$ cat config.mk
export PLATFORM = sky130hd
export DESIGN_NAME = conv_window_gen_flat
export DESIGN_NICKNAME = d
export VERILOG_FILES = /design/src/rtl/conv_window_gen_if.sv /design/src/rtl/conv_window_gen.sv /design/src/flat_wrapper.sv
export SDC_FILE = /design/constraint.sdc
export NUM_CORES = 1
export LEC_CHECK = 0
export ABC_CLOCK_PERIOD_IN_PS = 5900
export CORE_MARGIN = 2
export CORE_UTILIZATION = 63
export DETAILED_ROUTE_END_ITERATION = 8
export HOLD_SLACK_MARGIN = 0.1
export PLACE_DENSITY_LB_ADDON = 0.25
export SLEW_MARGIN = 20
export SYNTH_ARGS = -nofsm -noshare
export SYNTH_HDL_FRONTEND = slang
export SYNTH_SLANG_ARGS = --single-unit
$ cat constraint.sdc
create_clock -name i_clk -period 5.9 [get_ports i_clk]
set_clock_uncertainty 0.1 [all_clocks]
set_input_delay 1.18 -clock i_clk [delete_from_list [all_inputs] [get_ports i_clk]]
set_output_delay 1.18 -clock i_clk [all_outputs]
set_load 0.005 [all_outputs]
$ cat src/rtl/conv_window_gen_if.sv
// conv_window_gen_if: pixel-in / window-out stream bundle for conv_window_gen.
//   i_clear  - synchronous frame restart
//   i_valid  - input pixel valid        i_data   - input pixel (DATA_W, signed)
//   o_ready  - input ready              o_valid  - output window valid
//   o_window - packed 3x3 window, d(k) at [k*DATA_W +: DATA_W]
//   i_ready  - downstream ready
//   o_last   - final window of a frame (present only when CONV_LAST_EN is defined)
// Modports: master = pixel producer / window consumer, slave = conv_window_gen.
interface conv_window_gen_if #(
    parameter int unsigned DATA_W = 10
);
    logic                  i_clear;
    logic                  i_valid;
    logic [DATA_W-1:0]     i_data;
    logic                  o_ready;
    logic                  o_valid;
    logic [9*DATA_W-1:0]   o_window;
    logic                  i_ready;
`ifdef CONV_LAST_EN
    logic                  o_last;

    modport master (
        output i_clear, i_valid, i_data, i_ready,
        input  o_ready, o_valid, o_window, o_last
    );
    modport slave (
        input  i_clear, i_valid, i_data, i_ready,
        output o_ready, o_valid, o_window, o_last
    );
`else
    modport master (
        output i_clear, i_valid, i_data, i_ready,
        input  o_ready, o_valid, o_window
    );
    modport slave (
        input  i_clear, i_valid, i_data, i_ready,
        output o_ready, o_valid, o_window
    );
`endif
endinterface

$ cat src/rtl/conv_window_gen.sv
// conv_window_gen: streaming 3x3 window generator feeding the conv engine's window ports.
// Takes a raster-order pixel stream and emits packed windows {d8..d0}, d0 = top-left,
// row-major, d8 = bottom-right. One window per accepted pixel with row >= 2 and col >= 2.
// Ports:
//   i_clk - clock (rising edge)
//   i_rst - asynchronous reset, active-high
//   bus   - conv_window_gen_if.slave (i_clear, i_valid, i_data, o_ready, o_valid,
//           o_window, i_ready, and o_last when enabled)
// Optional feature: define CONV_LAST_EN to add o_last, flagging the final window of a frame.
module conv_window_gen #(
    parameter int unsigned DATA_W = 10,
    parameter int unsigned IMG_W  = 16,
    parameter int unsigned IMG_H  = 16
) (
    input logic              i_clk,
    input logic              i_rst,
    conv_window_gen_if.slave bus
);
    localparam int unsigned ColW = (IMG_W > 1) ? $clog2(IMG_W) : 1;
    localparam int unsigned RowW = (IMG_H > 1) ? $clog2(IMG_H) : 1;

    logic [ColW-1:0]       col_q, col_d;
    logic [RowW-1:0]       row_q, row_d;
    logic                  valid_q, valid_d;
    logic [9*DATA_W-1:0]   window_q, window_d;
`ifdef CONV_LAST_EN
    logic                  last_q, last_d;
`endif

    // Line buffers: lb1 holds row r-1, lb2 holds row r-2, indexed by column.
    logic [DATA_W-1:0]     lb1_q [IMG_W];
    logic [DATA_W-1:0]     lb2_q [IMG_W];
    // Two previous columns of the window; the third (newest) column is formed
    // combinationally from the line-buffer reads and the incoming pixel.
    logic [DATA_W-1:0]     top_q [2];
    logic [DATA_W-1:0]     mid_q [2];
    logic [DATA_W-1:0]     bot_q [2];

    logic                  accept;
    logic                  win_done;
    logic                  col_last;
    logic                  row_last;
    logic [DATA_W-1:0]     lb1_rd;
    logic [DATA_W-1:0]     lb2_rd;

    assign bus.o_ready  = ~valid_q | bus.i_ready;
    assign bus.o_valid  = valid_q;
    assign bus.o_window = window_q;
`ifdef CONV_LAST_EN
    assign bus.o_last   = last_q;
`endif

    // Clear wins over a simultaneous accept: nothing is shifted in.
    assign accept   = bus.i_valid & bus.o_ready & ~bus.i_clear;
    assign col_last = (col_q == ColW'(IMG_W - 1));
    assign row_last = (row_q == RowW'(IMG_H - 1));
    assign win_done = accept & (row_q >= RowW'(2)) & (col_q >= ColW'(2));
    assign lb1_rd   = lb1_q[col_q];
    assign lb2_rd   = lb2_q[col_q];

    always_comb begin
        col_d    = col_q;
        row_d    = row_q;
        valid_d  = valid_q;
        window_d = window_q;
`ifdef CONV_LAST_EN
        last_d   = last_q;
`endif
        if (bus.i_clear) begin
            col_d   = '0;
            row_d   = '0;
            valid_d = 1'b0;
`ifdef CONV_LAST_EN
            last_d  = 1'b0;
`endif
        end else begin
            if (valid_q && bus.i_ready) begin
                valid_d = 1'b0;
`ifdef CONV_LAST_EN
                last_d  = 1'b0;
`endif
            end
            if (accept) begin
                if (col_last) begin
                    col_d = '0;
                    row_d = row_last ? '0 : row_q + RowW'(1);
                end else begin
                    col_d = col_q + ColW'(1);
                end
            end
            // A new window overrides the transfer-driven drop of o_valid.
            if (win_done) begin
                valid_d  = 1'b1;
                window_d = {bus.i_data, bot_q[1], bot_q[0],
                            lb1_rd,     mid_q[1], mid_q[0],
                            lb2_rd,     top_q[1], top_q[0]};
`ifdef CONV_LAST_EN
                last_d   = row_last & col_last;
`endif
            end
        end
    end

    always_ff @(posedge i_clk or posedge i_rst) begin
        if (i_rst) begin
            col_q    <= '0;
            row_q    <= '0;
            valid_q  <= 1'b0;
            window_q <= '0;
`ifdef CONV_LAST_EN
            last_q   <= 1'b0;
`endif
        end else begin
            col_q    <= col_d;
            row_q    <= row_d;
            valid_q  <= valid_d;
            window_q <= window_d;
`ifdef CONV_LAST_EN
            last_q   <= last_d;
`endif
        end
    end

    // Datapath storage carries no reset; its contents before the first rows are don't-care.
    always_ff @(posedge i_clk) begin
        if (accept) begin
            top_q[0]     <= top_q[1];
            top_q[1]     <= lb2_rd;
            mid_q[0]     <= mid_q[1];
            mid_q[1]     <= lb1_rd;
            bot_q[0]     <= bot_q[1];
            bot_q[1]     <= bus.i_data;
            lb2_q[col_q] <= lb1_rd;
            lb1_q[col_q] <= bus.i_data;
        end
    end
endmodule

$ cat src/flat_wrapper.sv
// flat-port wrapper written by rule: the top's interface ports become plain ports
module conv_window_gen_flat 
#(
    parameter int unsigned DATA_W = 10,
    parameter int unsigned IMG_W  = 16,
    parameter int unsigned IMG_H  = 16
)
  (i_clk, i_rst, bus_i_clear, bus_i_valid, bus_i_data, bus_i_ready, bus_o_ready, bus_o_valid, bus_o_window);
  conv_window_gen_if #(.DATA_W(DATA_W)) bus_i ();
  input logic i_clk;
  input logic i_rst;
  input wire logic [$bits(bus_i.i_clear)-1:0] bus_i_clear;
  input wire logic [$bits(bus_i.i_valid)-1:0] bus_i_valid;
  input wire logic [$bits(bus_i.i_data)-1:0] bus_i_data;
  input wire logic [$bits(bus_i.i_ready)-1:0] bus_i_ready;
  output wire logic [$bits(bus_i.o_ready)-1:0] bus_o_ready;
  output wire logic [$bits(bus_i.o_valid)-1:0] bus_o_valid;
  output wire logic [$bits(bus_i.o_window)-1:0] bus_o_window;
  assign bus_i.i_clear = bus_i_clear;
  assign bus_i.i_valid = bus_i_valid;
  assign bus_i.i_data = bus_i_data;
  assign bus_i.i_ready = bus_i_ready;
  assign bus_o_ready = bus_i.o_ready;
  assign bus_o_valid = bus_i.o_valid;
  assign bus_o_window = bus_i.o_window;
  conv_window_gen #(.DATA_W(DATA_W), .IMG_W(IMG_W), .IMG_H(IMG_H)) u_core (.i_clk(i_clk), .i_rst(i_rst), .bus(bus_i));
endmodule
==> results by stage, run 1 <==
Logic synthesis:
- The mean instance size in the synthesized netlist is 22.1 µm².
- The Yosys warning count is 0.
- The register area share after synthesis is 76.9%.
- The synthesized netlist cell count is 816.
- The net count of the mapped netlist is 837.
- The synthesized flop and latch total is 479.
- The post-synthesis cell area is 0.0181 mm².
- The count of cell types in the netlist is 33.

Routing:
- Summed over all nets, wire length on met2 after detailed routing comes to 19100 µm.
- Before antenna repair, the detailed router went through 5 iterations.
- For this block, wires on met1 add up to 13800 µm.
- The overall routed net length is 36000 µm.
- In the routed design, unresolved DRC markers number 0.
- In the routed layout, each cell is associated on average with a via count of 6.25.
- The via total after detailed routing is 8557.
- The final routed wire length divided by cell count is 26.3 µm.
- Wire segments on met3 add up to 2260 µm in the final route.
- The number of DRC violations after detailed-routing iteration 0 is 748.
- The highest signal layer in the routed design is met4.
- The number of antenna-violating nets in the routed design is 0.

Global routing:
- The pin count of the biggest net entering global routing is 92.
- Summed over all layers, the global routing overflow is 0.
- For this run, the total global-route usage over all layers was measured as 24.7%.
- The initial antenna violation count is 0.
- The number of global-route vias before repair came to 9075.
- The wire length of the first global-routing pass is 55000 µm.

Clock tree:
- The post-CTS resize count is 0.
- The number of levels the H-tree was split into is 2.
- At the later pin of the worst-skew pair, clock insertion delay measures 0.54 ns.
- The maximum count of clock buffers along a single path is 3.
- The number of sinks driven by the clock tree is 479.
- The post-CTS setup-driven buffer insertion count is 0.
- The cell sitting at the root of the clock tree is a clkbuf_16.
- After clock tree synthesis, the flow added hold-fix buffers numbering 0.
- The clock tree from TritonCTS is done.
- After clock tree synthesis, the clock-pin slew on the worst setup and hold paths is 0.06 ns.
- The number of buffers created by CTS is 45.

Worst setup path:
- The worst setup path is launched from an input port.
- The critical path in this run is classified as in -> out.
- In this run the worst path has a maximum fanout of 9.
- STA puts the critical path data required time at 4.62 ns.
- The data arrival time of the worst path is 2.59 ns.
- The endpoint type of the worst setup path is a primary output.

Pwr:
- The worst ir drop on vdd is 0.316 mV.
- The switching portion of total power is 20.2%.
- For this design the ratio of total power to cell area is 318 mW/mm².
- The proportion of power drawn by flip-flops and latches is 56.1%.
- Summed over all nets, the switching power comes to 1.35 mW.
- The internal power of the cells totals 5.33 mW.
- Combinational cells account for 3.7% of the total power.
- The leakage power figure is 7.72 nW.
- The clock network fraction of design power is 40.2%.

Cells and area:
- After filler insertion, the fill cell instance count of the layout stands at 1546.
- The antenna diode count is 0.
- Leaving out fill and tap cells, the most frequent cells in the layout are edfxtp_1, clkdlybuf4s50_1, dfrtp_1.
- Relative to the synthesized area, the layout overhead comes to 16.4%.
- Of the cells placed in the final design, the portion with a size suffix greater than 1 is 25.5%.
- The number of nets in the layout is 977.
- The leading cell type in the layout, fill and taps excluded is edfxtp_1.

Timing:
- Setup violations remaining at the end of the flow were counted as 0.
- Of the available clock period, the critical path in the final layout requires 65.6%.
- Adding up every negative setup slack in the final design gives 0 ns.
- The maximum clock rate is 258 MHz.
- The setup slack of the critical path after layout is 2.03 ns.
- After layout, the minimum clock period comes to 3.87 ns.
- Setup repair after global routing left no endpoint under its margin.
- The max-slew violation count is 0.
- Hold is met by 0.347 ns.
- In this run the tightest slew margin relative to its limit is 34.1%.
- The actual transition at the worst max-transition pin is 0.988 ns.
- The number of failing hold endpoints at the final stage is 0.

Die:
- In this run the core area contains 61 standard-cell rows.
- The number of I/O pins is 107.
- The overall die height is 173 µm.
- Once the floorplan was initialized, standard cells occupied 64.5% of the core.
- The floorplan step set the die width to 173 µm.
- The total die area is 0.0300 mm².
- The core area is 0.0280 mm².

Placed design:
- At the placement stage, the worst setup path has a slack of 2.03 ns.
- Routability-driven placement finished with a final weighted congestion of 0.796.
- Detailed placement finished with a half-perimeter wire length of 20700 µm.
- Buffers placed on the I/O ports in this run total 106.

Run status:
- The run finished with clean final reports.

Min path:
- The type of the tightest min-delay check is reg -> reg.

Run:
- The max-cap check violation count is 0.
-- Yosys cell counts, drive strengths merged --
| cell type | instances | area, µm² |
|---|---|---|
| clkbuf | 8 | 30.0 |
| nand2b | 3 | 18.8 |
| nor3 | 5 | 25.0 |
| a21o | 1 | 7.51 |
| dfrtp | 99 | 2480 |
| or3 | 1 | 6.26 |
| inv | 3 | 11.3 |
| buf | 30 | 236 |
| and3b | 1 | 8.76 |
| nand4 | 2 | 12.5 |
| mux4 | 80 | 1900 |
| mux2 | 90 | 1010 |
| ha | 6 | 75.1 |
| xor2 | 2 | 17.5 |
| a211oi | 1 | 7.51 |
| nand2 | 10 | 40.0 |
| and3 | 2 | 12.5 |
| nand3 | 2 | 10.0 |
| mux2i | 60 | 601 |
| or4 | 1 | 7.51 |
| nor4 | 2 | 12.5 |
| o21ai | 3 | 15.0 |
| nor2 | 17 | 63.8 |
| edfxtp | 380 | 11400 |
| clkinv | 1 | 3.75 |
| a21oi | 4 | 20.0 |
| xnor2 | 2 | 17.5 |
-- logic make-up after synthesis --
| kind of cell | Yosys count | share of synthesized area, % |
|---|---|---|
| compound gates | 9 | 0.277 |
| xor+xnor | 4 | 0.194 |
| fa+ha+maj | 6 | 0.416 |
| buf+inv | 42 | 1.56 |
| flops | 479 | 76.9 |
| mux | 230 | 19.4 |
| simple gates | 46 | 1.21 |
-- metrics by stage --
step / power (mW) / utilization [%] / cell area, µm² / instances
after global placement: 4.05 / 70.0 / 19600 / 1287
final: 6.68 / 75.0 / 21000 / 1370
after global routing: 6.86 / 75.0 / 21000 / 1370
after floorplan: 3.95 / - / 18100 / 816
after detailed placement: 4.06 / 70.0 / 19600 / 1287
after CTS: 6.72 / 74.9 / 21000 / 1370
-- cell type report --
class	instances	area [µm²]	share of cell area, %
clock inverter	24	135	0.643
tap	378	473	2.25
multi-input combinational	295	4010	19.1
sequential	479	13900	66.1
clock buffer	59	1240	5.90
inverter	4	17.5	0.0833
timing repair buffer	131	1250	5.94
-- flip-flops by register name (all words and copies together), names as in the netlist --
register and count:
u_core.lb1_q 160, u_core.bus.o_window 90, u_core.col_q 4, u_core.mid_q 20, u_core.top_q 20, u_core.lb2_q 160
u_core.bus.o_valid 1, u_core.bot_q 20, u_core.row_q 4
-- metal layers --
metal  up-vias  GRT usage, %
met5         -             0
met4         0          7.84
met3        71          4.06
met2       373          43.5
met1      4521          31.7
li1       3592             -
-- power groups by stage --
stage	sequential [mW]	combinational (mW)	clock, mW
2_1_floorplan	3.81	0.138	0
3_3_place_gp	3.81	0.232	0
3_5_place_dp	3.82	0.244	0
4_1_cts	3.75	0.246	2.72
5_1_grt	3.75	0.267	2.84
6_report	3.75	0.246	2.68
-- worst paths after layout --
kind                               startpoint                       to  slack (ns)  cells past startpoint
hold reg to reg            u_core.top_q[1][3]       u_core.top_q[0][3]        0.35                      0
setup / recovery                  bus_i_ready              bus_o_ready        2.03                      3
min in group asynchronous               i_rst  u_core.bus.o_window[45]        1.07                      2
setup reg to reg              u_core.col_q[2]  u_core.bus.o_window[52]        2.51                      6
max in group asynchronous               i_rst          u_core.col_q[2]        3.64                      3
hold / removal             u_core.top_q[1][3]       u_core.top_q[0][3]        0.35                      0
-- worst max-delay path, stage by stage --
cell	delay [ns]
clkdlybuf4s50_1	0.48
nand2b_1	0.32
clkdlybuf4s50_1	0.61
Note: power is estimated with default switching activity, not from simulation.
==> run 2: changes to the inputs <==
- ABC_CLOCK_PERIOD_IN_PS: 5900 -> 3300
- CORE_UTILIZATION: 63 -> 53
- clock period: 5.9 -> 3.3 ns (I/O delays scaled with it)
==> results by stage, run 2 (same netlist as run 1, synthesis figures left out) <==
Routing:
- The detail-routed via count per cell is 5.67 (-9.3%).
- The final routed wire length divided by cell count is 23.7 µm (-10%).
- The number of DRC violations after detailed-routing iteration 0 is 636 (-15%).
- The total iterations of the first detailed-routing run is 4 (-1).
- The residual DRC count is 0 (unchanged).
- The overall routed net length was 35000 µm (-2.9%).
- The number of antenna-violating nets in the routed design was 0 (unchanged).
- The via total after detailed routing is 8381 (-2.1%).

Worst setup path:
- The required arrival time at the worst endpoint is 3.48 ns (-1.14 ns).
- The maximum single-stage delay on the critical path is 0.80 ns (+0.19 ns).
- The biggest fanout along the worst timing path is 24 (+15).
- The data arrival time of the worst path is 2.98 ns (+0.39 ns).
- Counting stages on the worst path, the most repeated cell is mux2i_1.
- The signal on the critical path passes through mux4_2 -> mux2i_1 -> mux2i_1 -> buf_4.
- The critical path buffer and inverter count is 1 (-1).
- The type of the setup path with the least slack is reg -> reg.
- Broken down by cell family, the worst path's largest delay share belongs to multiplexers.
- The type of origin of the critical path is a flip-flop.
- The largest individual stage delay along the critical path comes from the cell dfrtp_4.
- The endpoint type of the worst setup path is a flip-flop.

Run:
- The max-cap check violation count is 0 (unchanged).

Cells and area:
- The flip-flop and latch area is 0.0139 mm² (about the same).
- The total area of multi-input combinational cells is 0.00397 mm² (-1.1%).
- The final non-filler cell total was 1479 (+8.0%).
- The area overhead of the layout relative to synthesis is 19.4%.
- The final standard cell area without fillers came to 0.0216 mm² (+2.5%).
- The antenna diode count was 0 (unchanged).
- The number of nets in the layout is 1014 (+3.8%).
- In the layout the commonest cells are edfxtp_1, clkdlybuf4s50_1, dfrtp_1.
- The library cell used most frequently in the layout, excluding fill and tap cells, is edfxtp_1.
- The filler cell count in the final layout is 2227 (+44%).
- The share of final-layout standard cells stronger than drive strength 1 is 28.8% (+3.3 points).

Timing:
- The portion of the clock cycle consumed by the worst path in the final layout is 84.9%.
- The worst hold slack after final layout was 0.337 ns (-0.0105 ns).
- The setup slack of the critical path after layout came to 0.499 ns (-1.53 ns).
- The max-slew violation count is 0 (unchanged).
- The relative max-transition margin is 31.0% (-3.1 points).
- The number of failing setup endpoints in the final timing report is 0 (unchanged).
- Setup repair after global routing left no endpoint under its margin.
- The actual transition at the worst max-transition pin is 1.01 ns (+0.0181 ns).
- Static timing analysis puts the maximum clock frequency at 357 MHz.
- The number of failing hold endpoints at the final stage is 0 (unchanged).
- The final critical delay including setup and external delays is 2.80 ns.

Global routing:
- The wire length of the first global-routing pass is 54200 µm (-1.5%).
- The total congestion overflow after global routing came to 0 (unchanged).
- The initial antenna violation count is 0 (unchanged).
- The number of global-route vias before repair is 8857 (-2.4%).
- The global-route usage over all layers is 20.4% (-4.3 points).
- The pin count of the biggest net entering global routing is 100 (+8.7%).

Placed design:
- The total cell area at the placement stage came to 0.0200 mm² (+2.0%).
- The post-placement worst setup slack was 0.391 ns (-1.64 ns).
- The quantity of I/O buffers inserted on ports is 106 (unchanged).
- The number of instances in the placed design is 1392 (+8.2%).
- The routability congestion estimate from global placement came to 0.792 (-0.48%).
- The placed wire-length estimate was 21100 µm (+2.2%).

Clock tree:
- The post-CTS resize count came to 0 (unchanged).
- The post-CTS setup-driven buffer insertion count is 0 (unchanged).
- The number of sinks driven by the clock tree came to 479 (unchanged).
- The clock tree from TritonCTS is done.
- The tree is rooted in a clkbuf_16.
- The number of buffers created by CTS was 47 (+4.4%).
- The clock transition at the registers of the reported paths was 0.06 ns (about the same).
- The maximum count of clock buffers along a single path came to 3 (unchanged).
- The number of levels the H-tree was split into is 2 (unchanged).
- The clock latency on the worst-skew pair was 0.55 ns (about the same).
- The number of hold-repair buffers added at the cts stage is 0 (unchanged).

Die:
- The standard-cell row count came to 67 (+9.8%).
- The effective utilization at floorplan is 53.9% (-11 points).
- The x dimension of the die was 189 µm (+8.8%).
- The overall die height is 189 µm (+8.8%).
- The core area is 0.0335 mm² (+20%).
- The number of I/O pins was 107 (unchanged).
- The total die area is 0.0356 mm² (+18%).

Min path:
- The path class of the tightest hold or removal check is reg -> reg.

Pwr:
- The leakage power figure is 8.01 nW (+3.7%).
- The worst ir drop on vdd is 0.543 mV (+72%).
- The power density over the cells was 575 mW/mm² (+81%).
- The overall power is 12.4 mW (+85%).

Run status:
- The run finished with clean final reports.
run 2: power by group:
| part | internal [mW] | leakage, nW | switching (mW) |
|---|---|---|---|
| Combinational | 0.150 | 2.42 | 0.312 |
| Clock | 3.11 | 0.763 | 2.11 |
| Sequential | 6.67 | 4.82 | 0.0266 |
| Total | 9.93 | 8.01 | 2.45 |
run 2: layout make-up:
class | count | area share [%]
clock buffer | 68 | 6.35
clock inverter | 19 | 0.766
inverter | 4 | 0.0871
multi-input combinational | 295 | 18.4
sequential | 479 | 64.5
tap | 448 | 2.60
timing repair buffer | 166 | 7.30
run 2: worst reg2reg max path, delay by kind of cell, from the launching register on:
family | cells | cell delay, ns
flops | 1 | 0.80
mux | 3 | 1.30
buf+inv | 1 | 0.34
run 2: through the flow:
stage / setup TNS [ns] / utilization, %
2_1_floorplan: -67.58 / -
5_1_grt: 0 / 64.3
3_3_place_gp: 0 / 59.7
3_5_place_dp: 0 / 59.7
4_1_cts: 0 / 64.3
6_report: 0 / 64.3
run 2: worst paths after layout:
check,start,endpoint,slack [ns],cells past startpoint
max reg2reg,u_core.col_q[2],u_core.lb2_q[10][9],0.50,4
min reg2reg,u_core.mid_q[1][0],u_core.mid_q[0][0],0.34,0
min,u_core.mid_q[1][0],u_core.mid_q[0][0],0.34,0
min in group asynchronous,i_rst,u_core.bus.o_window[33],0.55,3
max in group asynchronous,i_rst,u_core.col_q[3],2.10,3
max,u_core.col_q[2],u_core.lb2_q[10][9],0.50,4
run 2: per-layer routing:
metal / vias to the layer above / global-route usage [%] / wire length, µm
met5: - / 0 / 0
met4: 0 / 5.86 / 858
met3: 55 / 3.24 / 1580
met2: 215 / 33.8 / 17400
met1: 4447 / 28.5 / 15100
li1: 3664 / - / -
==> run 3: changes to the inputs <==
- ABC_CLOCK_PERIOD_IN_PS: 3300 -> 2850
- CORE_UTILIZATION: 53 -> 59
- clock period: 3.3 -> 2.85 ns (I/O delays scaled with it)
==> results by stage, run 3 (same netlist as run 1, synthesis figures left out) <==
Pwr:
- The leakage power figure is 8.06 nW (+0.69%).
- The proportion of power drawn by flip-flops and latches is 53.6% (-0.5 points).
- The clock network fraction of design power is 42.6% (+0.4 points).
- The switching power summed over all nets is 2.86 mW (+17%).
- The worst ir drop on vdd is 0.548 mV (+0.88%).
- The switching portion of total power came to 19.8% (about the same).
- The power density over the cells is 668 mW/mm² (+16%).
- The overall power came to 14.5 mW (+17%).
- The share of total power in combinational logic is 3.8% (about the same).
- The cell-internal power is 11.6 mW (+17%).

Cells and area:
- The final standard cell utilization of the core is 71.3% (+7.0 points).
- Leaving out fill and tap cells, the most frequent cells in the layout are edfxtp_1, clkdlybuf4s50_1, dfrtp_1.
- The final non-filler cell total is 1434 (-3.0%).
- The share of final-layout standard cells stronger than drive strength 1 is 29.0% (+0.19 points).
- The library cell used most frequently in the layout, excluding fill and tap cells, is edfxtp_1.
- The filler cell count in the final layout is 1773 (-20%).
- The final standard cell area without fillers came to 0.0216 mm² (+0.37%).
- The number of nets in the layout came to 1023 (+0.89%).
- The antenna diode count is 0 (unchanged).
- The area overhead of the layout relative to synthesis is 19.8%.

Worst setup path:
- STA classifies the critical path endpoint as a flip-flop.
- The biggest fanout along the worst timing path is 18 (-25%).
- The required arrival time at the worst endpoint is 3.17 ns (-0.31 ns).
- The maximum single-stage delay on the critical path was 0.65 ns (-0.15 ns).
- The type of the setup path with the least slack is reg -> reg.
- The type of origin of the critical path is a flip-flop.
- The signal on the critical path passes through buf_12 -> buf_12 -> mux4_2 -> mux2i_1 -> mux2i_1 -> mux2_2.
- The worst-path cell with the longest stage delay is dfrtp_4.
- The data arrival time of the worst path is 2.89 ns (-0.09 ns).

Clock tree:
- The number of sinks driven by the clock tree came to 479 (unchanged).
- The post-CTS setup-driven buffer insertion count is 0 (unchanged).
- The clock tree from TritonCTS is done.
- The cell chosen for the clock root is clkbuf_16.
- The post-CTS resize count came to 0 (unchanged).
- The clock latency on the worst-skew pair is 0.55 ns (about the same).
- The maximum count of clock buffers along a single path is 3 (unchanged).
- The clock transition at the registers of the reported paths is 0.06 ns (about the same).
- The number of buffers created by CTS is 47 (unchanged).
- The number of levels the H-tree was split into is 2 (unchanged).
- The number of hold-repair buffers added at the cts stage came to 0 (unchanged).

Die:
- The core area is 0.0303 mm² (-9.5%).
- The effective utilization at floorplan is 59.5% (+5.6 points).
- The standard-cell row count is 64 (-4.5%).
- The total die area was 0.0320 mm² (-10%).
- The overall die height is 179 µm (-5.1%).
- The number of I/O pins is 107 (unchanged).
- The x dimension of the die is 179 µm (-5.1%).

Global routing:
- The pin count of the biggest net entering global routing was 100 (unchanged).
- The global-route usage over all layers is 23.3% (+2.9 points).
- The number of global-route vias before repair came to 8942 (+0.96%).
- The total congestion overflow after global routing is 0 (unchanged).
- The wire length of the first global-routing pass is 54400 µm (+0.41%).
- The initial antenna violation count is 0 (unchanged).

Timing:
- The maximum clock rate is 389 MHz (+9.1%).
- Setup repair after global routing left no endpoint under its margin.
- The setup slack of the critical path after layout is 0.282 ns (-0.217 ns).
- The max-slew violation count is 0 (unchanged).
- The portion of the clock cycle consumed by the worst path in the final layout is 90.1% (+5.2 points).
- The sum of negative setup slack is 0 ns (unchanged).
- The final critical delay including setup and external delays is 2.57 ns (-0.233 ns).
- The actual transition at the worst max-transition pin was 0.742 ns (-0.264 ns).
- The worst hold slack after final layout is 0.345 ns (+0.00835 ns).
- The relative max-transition margin is 50.4% (+19 points).
- The number of failing hold endpoints at the final stage is 0 (unchanged).
- The number of failing setup endpoints in the final timing report is 0 (unchanged).

Placed design:
- The placed wire-length estimate came to 21600 µm (+2.1%).
- The total cell area at the placement stage was 0.0201 mm² (+0.33%).
- The quantity of I/O buffers inserted on ports is 106 (unchanged).
- The post-placement worst setup slack was 0.206 ns (-0.185 ns).
- The routability congestion estimate from global placement is 0.791 (about the same).
- The number of instances in the placed design is 1349 (-3.1%).

Routing:
- The number of antenna-violating nets in the routed design is 0 (unchanged).
- The via total after detailed routing was 8483 (+1.2%).
- The number of DRC violations after detailed-routing iteration 0 is 693 (+9.0%).
- The overall routed net length is 35500 µm (+1.6%).
- The final routed wire length divided by cell count is 24.8 µm (+4.8%).
- The total iterations of the first detailed-routing run is 5 (+1).
- The residual DRC count is 0 (unchanged).
- The detail-routed via count per cell is 5.92 (+4.4%).

Run:
- The max-cap check violation count is 0 (unchanged).

Min path:
- The path class of the tightest hold or removal check is reg -> reg.

Run status:
- The run finished with clean final reports.
-- run 3: path summary, 6_finish.rpt --
| check | startpoint | to | slack, ns | depth (start not counted) |
|---|---|---|---|---|
| max reg2reg | u_core.col_q[2] | u_core.bus.o_window[29] | 0.28 | 6 |
| max in group asynchronous | i_rst | u_core.col_q[2] | 1.76 | 3 |
| max | u_core.col_q[2] | u_core.bus.o_window[29] | 0.28 | 6 |
| min in group asynchronous | i_rst | u_core.bus.o_window[33] | 0.42 | 3 |
| min reg2reg | u_core.top_q[1][9] | u_core.top_q[0][9] | 0.35 | 0 |
| min | u_core.top_q[1][9] | u_core.top_q[0][9] | 0.35 | 0 |
-- run 3: final cells by class --
class	instances	area [µm²]	share of cell area (%)
clock buffers	70	1340	6.17
clock inverters	15	213	0.983
multi-input cells	295	3970	18.3
flip-flops and latches	479	13900	64.2
well taps	396	495	2.29
repair buffers	175	1700	7.88
inverters	4	18.8	0.0868
-- run 3: power by group through the flow --
stage	Combinational (mW)	Sequential [mW]	Clock, mW
4_1_cts	0.554	7.75	6.26
6_report	0.546	7.75	6.16
2_1_floorplan	0.291	7.89	0
3_5_place_dp	0.550	7.90	0
5_1_grt	0.587	7.76	6.53
3_3_place_gp	0.540	7.89	0
-- run 3: worst max-delay path, delay by kind of cell (launching register included) --
kind / cells / cell delay (ns)
flops: 1 / 0.65
buf+inv: 2 / 0.43
mux: 4 / 1.23
-- run 3: per-layer routing --
| layer | wire, µm | part of all wire [%] | GRT usage [%] |
|---|---|---|---|
| met2 | 18300 | 52 | 39.9 |
| met3 | 1850 | 5.2 | 3.50 |
| met5 | 0 | 0 | 0 |
| met4 | 722 | 2.0 | 6.30 |
| met1 | 14600 | 41 | 31.7 |
